`config.mk`:
```
export PLATFORM = sky130hd
export DESIGN_NAME = tile_assembler
export DESIGN_NICKNAME = d
export VERILOG_FILES = /design/src/rtl/tile_assembler.sv
export SDC_FILE = /design/constraint.sdc
export NUM_CORES = 1
export LEC_CHECK = 0
export ABC_AREA = 1
export CAP_MARGIN = 20
export CORE_ASPECT_RATIO = 0.6
export CORE_MARGIN = 2
export CORE_UTILIZATION = 30
export DETAILED_ROUTE_END_ITERATION = 8
export REMOVE_ABC_BUFFERS = 1
export SETUP_SLACK_MARGIN = 0.1
export SLEW_MARGIN = 0
export SYNTH_ARGS = -nofsm -noshare
export SYNTH_HDL_FRONTEND = slang
export SYNTH_SLANG_ARGS = --single-unit
export TNS_END_PERCENT = 30
```
`constraint.sdc`:
```
create_clock -name clk -period 2.91 [get_ports clk]
set_input_delay 0.582 -clock clk [delete_from_list [all_inputs] [get_ports clk]]
set_output_delay 0.582 -clock clk [all_outputs]
set_load 0.05 [all_outputs]
```
`src/rtl/tile_assembler.sv`:
```
// tile_assembler: reassembles four 3x3 denoise blocks into one 6x6 tile and
// buffers whole tiles in a small FIFO behind a valid/ready output.
//
// Ports:
//   clk, rst_n              clock (rising edge) and asynchronous active-low reset
//   blk_valid / blk_ready   input handshake; one tile is accepted per handshake
//   block_in_0..3           3x3 quadrants (TL, TR, BL, BR), element (0,0) in MSBs
//   valid / out_ready       output handshake; one tile is taken per handshake
//   pixel_out               6x6 tile in raster order, pixel (0,0) in MSBs
//   overflow                sticky flag: blk_valid seen while blk_ready was low
//   tile_cnt                tiles popped since reset (present only when the
//                           TILE_ASSEMBLER_TILE_CNT_EN macro is defined)
module tile_assembler #(
    parameter int BIT_WIDTH  = 8,
    parameter int FIFO_DEPTH = 2
) (
    input  logic                    clk,
    input  logic                    rst_n,
    input  logic                    blk_valid,
    output logic                    blk_ready,
    input  logic [9*BIT_WIDTH-1:0]  block_in_0,
    input  logic [9*BIT_WIDTH-1:0]  block_in_1,
    input  logic [9*BIT_WIDTH-1:0]  block_in_2,
    input  logic [9*BIT_WIDTH-1:0]  block_in_3,
    output logic                    valid,
    input  logic                    out_ready,
    output logic [36*BIT_WIDTH-1:0] pixel_out,
`ifdef TILE_ASSEMBLER_TILE_CNT_EN
    output logic [15:0]             tile_cnt,
`endif
    output logic                    overflow
);
    localparam int AW = $clog2(FIFO_DEPTH);
    localparam int TW = 36*BIT_WIDTH;
    localparam logic [AW:0] FULL = (AW+1)'(FIFO_DEPTH);

    logic [TW-1:0] tile;
    logic [TW-1:0] mem_q [FIFO_DEPTH];
    logic [AW-1:0] wr_ptr_q, wr_ptr_d, rd_ptr_q, rd_ptr_d;
    logic [AW:0]   count_q, count_d;
    logic          overflow_q, overflow_d;
    logic          push, pop;

    // Quadrant k lands at row offset 3*(k/2), column offset 3*(k%2); the
    // offsets are folded into the constant bit positions below.
    always_comb begin
        tile = '0;
        for (int i = 0; i < 3; i++) begin
            for (int j = 0; j < 3; j++) begin
                tile[(36-6*i-j)*BIT_WIDTH-1 -: BIT_WIDTH] = block_in_0[(9-3*i-j)*BIT_WIDTH-1 -: BIT_WIDTH];
                tile[(33-6*i-j)*BIT_WIDTH-1 -: BIT_WIDTH] = block_in_1[(9-3*i-j)*BIT_WIDTH-1 -: BIT_WIDTH];
                tile[(18-6*i-j)*BIT_WIDTH-1 -: BIT_WIDTH] = block_in_2[(9-3*i-j)*BIT_WIDTH-1 -: BIT_WIDTH];
                tile[(15-6*i-j)*BIT_WIDTH-1 -: BIT_WIDTH] = block_in_3[(9-3*i-j)*BIT_WIDTH-1 -: BIT_WIDTH];
            end
        end
    end

    // Ready depends only on the registered count, so a full FIFO never
    // accepts in the same cycle as a pop.
    assign blk_ready = (count_q != FULL);
    assign valid     = (count_q != '0);
    assign pixel_out = mem_q[rd_ptr_q];
    assign overflow  = overflow_q;
    assign push      = blk_valid && blk_ready;
    assign pop       = valid && out_ready;

    // Pointers wrap naturally because FIFO_DEPTH is a power of two.
    always_comb begin
        wr_ptr_d   = push ? wr_ptr_q + AW'(1) : wr_ptr_q;
        rd_ptr_d   = pop  ? rd_ptr_q + AW'(1) : rd_ptr_q;
        count_d    = (push && !pop) ? count_q + 1'b1 :
                     (pop && !push) ? count_q - 1'b1 : count_q;
        overflow_d = overflow_q || (blk_valid && !blk_ready);
    end

    always_ff @(posedge clk or negedge rst_n) begin
        if (!rst_n) begin
            wr_ptr_q   <= '0;
            rd_ptr_q   <= '0;
            count_q    <= '0;
            overflow_q <= 1'b0;
            for (int k = 0; k < FIFO_DEPTH; k++) mem_q[k] <= '0;
        end else begin
            wr_ptr_q   <= wr_ptr_d;
            rd_ptr_q   <= rd_ptr_d;
            count_q    <= count_d;
            overflow_q <= overflow_d;
            if (push) mem_q[wr_ptr_q] <= tile;
        end
    end

`ifdef TILE_ASSEMBLER_TILE_CNT_EN
    logic [15:0] tile_cnt_q;

    always_ff @(posedge clk or negedge rst_n) begin
        if (!rst_n) tile_cnt_q <= '0;
        else if (pop) tile_cnt_q <= tile_cnt_q + 16'd1;
    end

    assign tile_cnt = tile_cnt_q;
`endif
endmodule

```
==> summary.txt <==
Routing
  – Number of DRC markers after the initial detailed-route iteration: around 1,800
  – DRC violations left: 0
  – Vias per cell: around 5
  – Detailed-router iteration count before antenna repair: 5
  – Wirelength, routed: roughly 96 mm
  – Residual antenna-violating net count after detailed routing: 0
  – Vias after detailed routing: 25,800
  – Final routed wire length divided by cell count: around 18 um

STA
  – Final setup violation count: 0
  – Final Cycle Share: between 90% and 100%
  – Maximum operating frequency: ~0.36 GHz
  – Worst clock skew on the final layout: around 22 ps
  – Hold violation count in the final report: 0
  – Setup repair after global routing missed its margin: true
  – Worst Tran Pin Value: 1070 ps
  – Min setup slack post-route: 153 ps
  – Total count of max-transition violations in the final report: 0
  – Minimum clock period after layout: ~2800 ps
  – Relative slew margins: 29.0%

Setup path
  – Critical-path top delay cell: sky130_fd_sc_hd__dfrtp_4
  – Crit path launch type: flop
  – Slowest stage delay, CP: 500 ps
  – Sequence of cells on the critical path: buf_12 -> inv_16 -> buf_16 -> clkbuf_16 -> nand2_1 -> nand2_1 -> buf_12
  – Maximum fanout encountered on the critical timing path: 18
  – Critical Path Sink Type: primary output
  – Data required, critical path: 2330 ps
  – Critical setup path kind: reg -> out
  – Crit path arrival time: 2180 ps

Placement
  – Placer's final routability congestion estimate: 0.850
  – Post-DP HPWL: 59.0 mm
  – Quantity of I/O buffers inserted on ports: 582
  – Placed standard-cell area: about 37,000 um2
  – Pre-CTS WS: around 680 ps

Synthesis
  – Flip-flop and latch count after synthesis: between 500 and 600
  – Unique masters post-synth: 15
  – Warnings from Yosys: 0
  – Post-synth design cell area: 27,300 um2
  – Top cells by area, synth: sky130_fd_sc_hd__dfrtp_1 (53%), sky130_fd_sc_hd__nand2_1 (28%), sky130_fd_sc_hd__nand4_1 (13%), sky130_fd_sc_hd__buf_2 (3.2%), sky130_fd_sc_hd__clkbuf_1 (1.6%)
  – Xor and xnor area share after synthesis: less than 1%
  – Largest family of logic cells by synthesized area: simple AND/OR/NAND/NOR gates
  – Compound-cell area share of the yosys netlist: less than 1%
  – Post-synthesis share of cell area spent on and, or, nand and nor gates: 41.2%
  – Cell count after synthesis: 3,517
  – Multiplexer share of the synthesized area: 0%
  – Largest area contributor in the synthesized netlist: sky130_fd_sc_hd__dfrtp_1
  – Area share of the largest cell type after synthesis: a little over half
  – Sequential area share after synthesis: 53.3%
  – Mean instance size in the synthesized netlist: between 7 and 8 um2
  – Adder and majority cell fraction of the synthesized area: 0.0458%

Die
  – Core ar.: about 90,000 um2
  – Horiz. Die Dim: slightly below 400 um
  – DIE AREA: about 94,000 um2
  – Standard-cell row count: 85
  – I/O pins: a little under 600
  – Initial core utilization: 30.4%
  – Y dimension of the die: approximately 240 um

Pwr
  – Portion of total power attributed to sequential cells: 23.8%
  – Total power consumption of the routed design: ~59 mW
  – Comb pwr share: 63.6%
  – Switching component of the power: ~28 mW
  – Leakage dissipation: ~20 nW
  – Fraction of power consumed by the clock network: 12.6%
  – Cell area power density: 1500 nW/um2
  – Cell Int Power: around 31 mW
  – Peak supply drop: roughly 980 uV
  – Net Sw Frac: about 48%

Clocking
  – Clk buf depth: 3
  – Clock sink count: between 500 and 600
  – Root Driver: sky130_fd_sc_hd__clkbuf_16
  – Number of clock buffers inserted by TritonCTS: 57
  – Clk slew on worst S/H paths: around 60 ps
  – Clock latency reported for the late side of the worst-skew pair: a little over 600 ps
  – TritonCTS clock tree: done
  – H-tree depth reported by CTS: 2

Layout
  – Area grow syn2layout: 43.4%
  – Total of fill cells in the finished design: around 8,700
  – Fraction of layout instances using a drive strength above 1: approximately an eighth
  – Post-Route Utilization: a little over two fifths
  – Most common cell after layout, fill and taps aside: sky130_fd_sc_hd__nand2_1
  – Most frequent cells in the layout: sky130_fd_sc_hd__nand2_1 (2,027), sky130_fd_sc_hd__dfrtp_1 (579), sky130_fd_sc_hd__nand4_1 (577), sky130_fd_sc_hd__buf_12 (320), sky130_fd_sc_hd__clkdlybuf4s50_1 (291)
  – Summed area of non-filler cells in the final layout: a little under 40,000 um2
  – Net count of the finished layout: roughly 4,200

Global routing
  – Antenna violations before repair: 14
  – Via count of the first global-routing pass: 24,400
  – Combined global-route utilization of all metal layers: 19.9%
  – Largest net degree at the start of global routing: slightly above 200
  – Global-route wire length before repair: between 100 and 150 mm
  – Sum of overflow across all layers after global routing: 0

Outcome
  – Outcome: complete, no violations

Job
  – Max-capacitance violation count: 0

Worst hold path
  – Class of the worst hold path: in -> reg
## state kept, by name, indices dropped and copies added, names as in the netlist
name / count
wr_ptr_q: 1
count_q: 2
mem_q: 576
rd_ptr_q: 1
overflow: 1
## worst max-delay path, delay by kind of cell (launching register included)
kind                   cells  cell delay, ps
buffers and inverters      5             830
flip-flops                 1             500
AND/OR/NAND/NOR            2             160
## final timing paths
kind	from	endpoint	slack (ps)	depth (start not counted)
hold reg to reg	mem_q[575]	mem_q[575]	470	2
min in group asynchronous	rst_n	mem_q[465]	480	2
setup / recovery	rd_ptr_q	pixel_out[12]	150	7
max in group asynchronous	rst_n	mem_q[248]	1390	4
hold / removal	blk_valid	mem_q[414]	360	3
setup reg to reg	count_q[0]	mem_q[28]	890	5
## layout make-up
| type | instances | area (um2) | share of cell area, % |
|---|---|---|---|
| flip-flops and latches | 581 | 14500 | 37.2 |
| multi-input cells | 2612 | 11300 | 28.9 |
| repair buffers | 661 | 9860 | 25.2 |
| clock buffers | 84 | 1670 | 4.27 |
| well taps | 1218 | 1520 | 3.89 |
| clock inverters | 17 | 148 | 0.377 |
| inverters | 7 | 50.0 | 0.128 |
| diodes | 7 | 17.5 | 0.0448 |
| repair inverters | 1 | 8.76 | 0.0224 |
## cell families after synthesis
logic type	count (synthesis)
AO/OA/AOI/OAI	1
XOR/XNOR	1
adder cells (fa/ha/maj)	1
buffers and inverters	324
flip-flops	581
AND/OR/NAND/NOR	2609
## metal layers
| layer | vias to the layer above | GRT usage [%] | wire length (um) |
|---|---|---|---|
| met1 | 12400 | 28.9 | 43800 |
| met5 | - | 0 | 92 |
| met3 | 145 | 5.46 | 7590 |
| met4 | 16 | 4.55 | 2190 |
| li1 | 12400 | - | - |
| met2 | 798 | 29.4 | 42200 |
## stage by stage
stage,cells,hold WS (ps),setup TNS (ps)
final,5188,360,0
after global placement,5072,453,0
after global routing,5182,332,0
after detailed placement,5072,458,0
after floorplan,3200,286,-8106030
after CTS,5178,296,0
## Yosys cell counts
| cell | count |
|---|---|
| sky130_fd_sc_hd__nand2_1 | 2027 |
| sky130_fd_sc_hd__ha_1 | 1 |
| sky130_fd_sc_hd__nand4_1 | 577 |
| sky130_fd_sc_hd__a31o_2 | 1 |
| sky130_fd_sc_hd__buf_4 | 12 |
| sky130_fd_sc_hd__inv_2 | 2 |
| sky130_fd_sc_hd__inv_1 | 5 |
| sky130_fd_sc_hd__nand2_2 | 1 |
| sky130_fd_sc_hd__buf_1 | 11 |
| sky130_fd_sc_hd__nand3_2 | 1 |
| sky130_fd_sc_hd__dfrtp_1 | 581 |
| sky130_fd_sc_hd__clkbuf_1 | 118 |
| sky130_fd_sc_hd__buf_2 | 176 |
| sky130_fd_sc_hd__xnor2_1 | 1 |
| sky130_fd_sc_hd__nand3_1 | 3 |
## power groups by stage
stage / clock, mW / sequential (mW) / combinational [mW]
3_5_place_dp: 0 / 14.0 / 37.3
5_1_grt: 7.97 / 14.5 / 39.6
6_report: 7.43 / 14.0 / 37.4
4_1_cts: 7.65 / 14.0 / 37.6
2_1_floorplan: 0 / 14.3 / 16.7
3_3_place_gp: 0 / 14.0 / 37.0
## repair_timing
item                                    in CTS  in global routing
hold buffers                                 1                  0
gates cloned                                 2                  2
buffers inserted                             2                  1
endpoints found under the hold margin       24                  0
endpoints found under the setup margin      89                 97
resized for setup                            8                  0
Power figures use the tool's default switching activity.
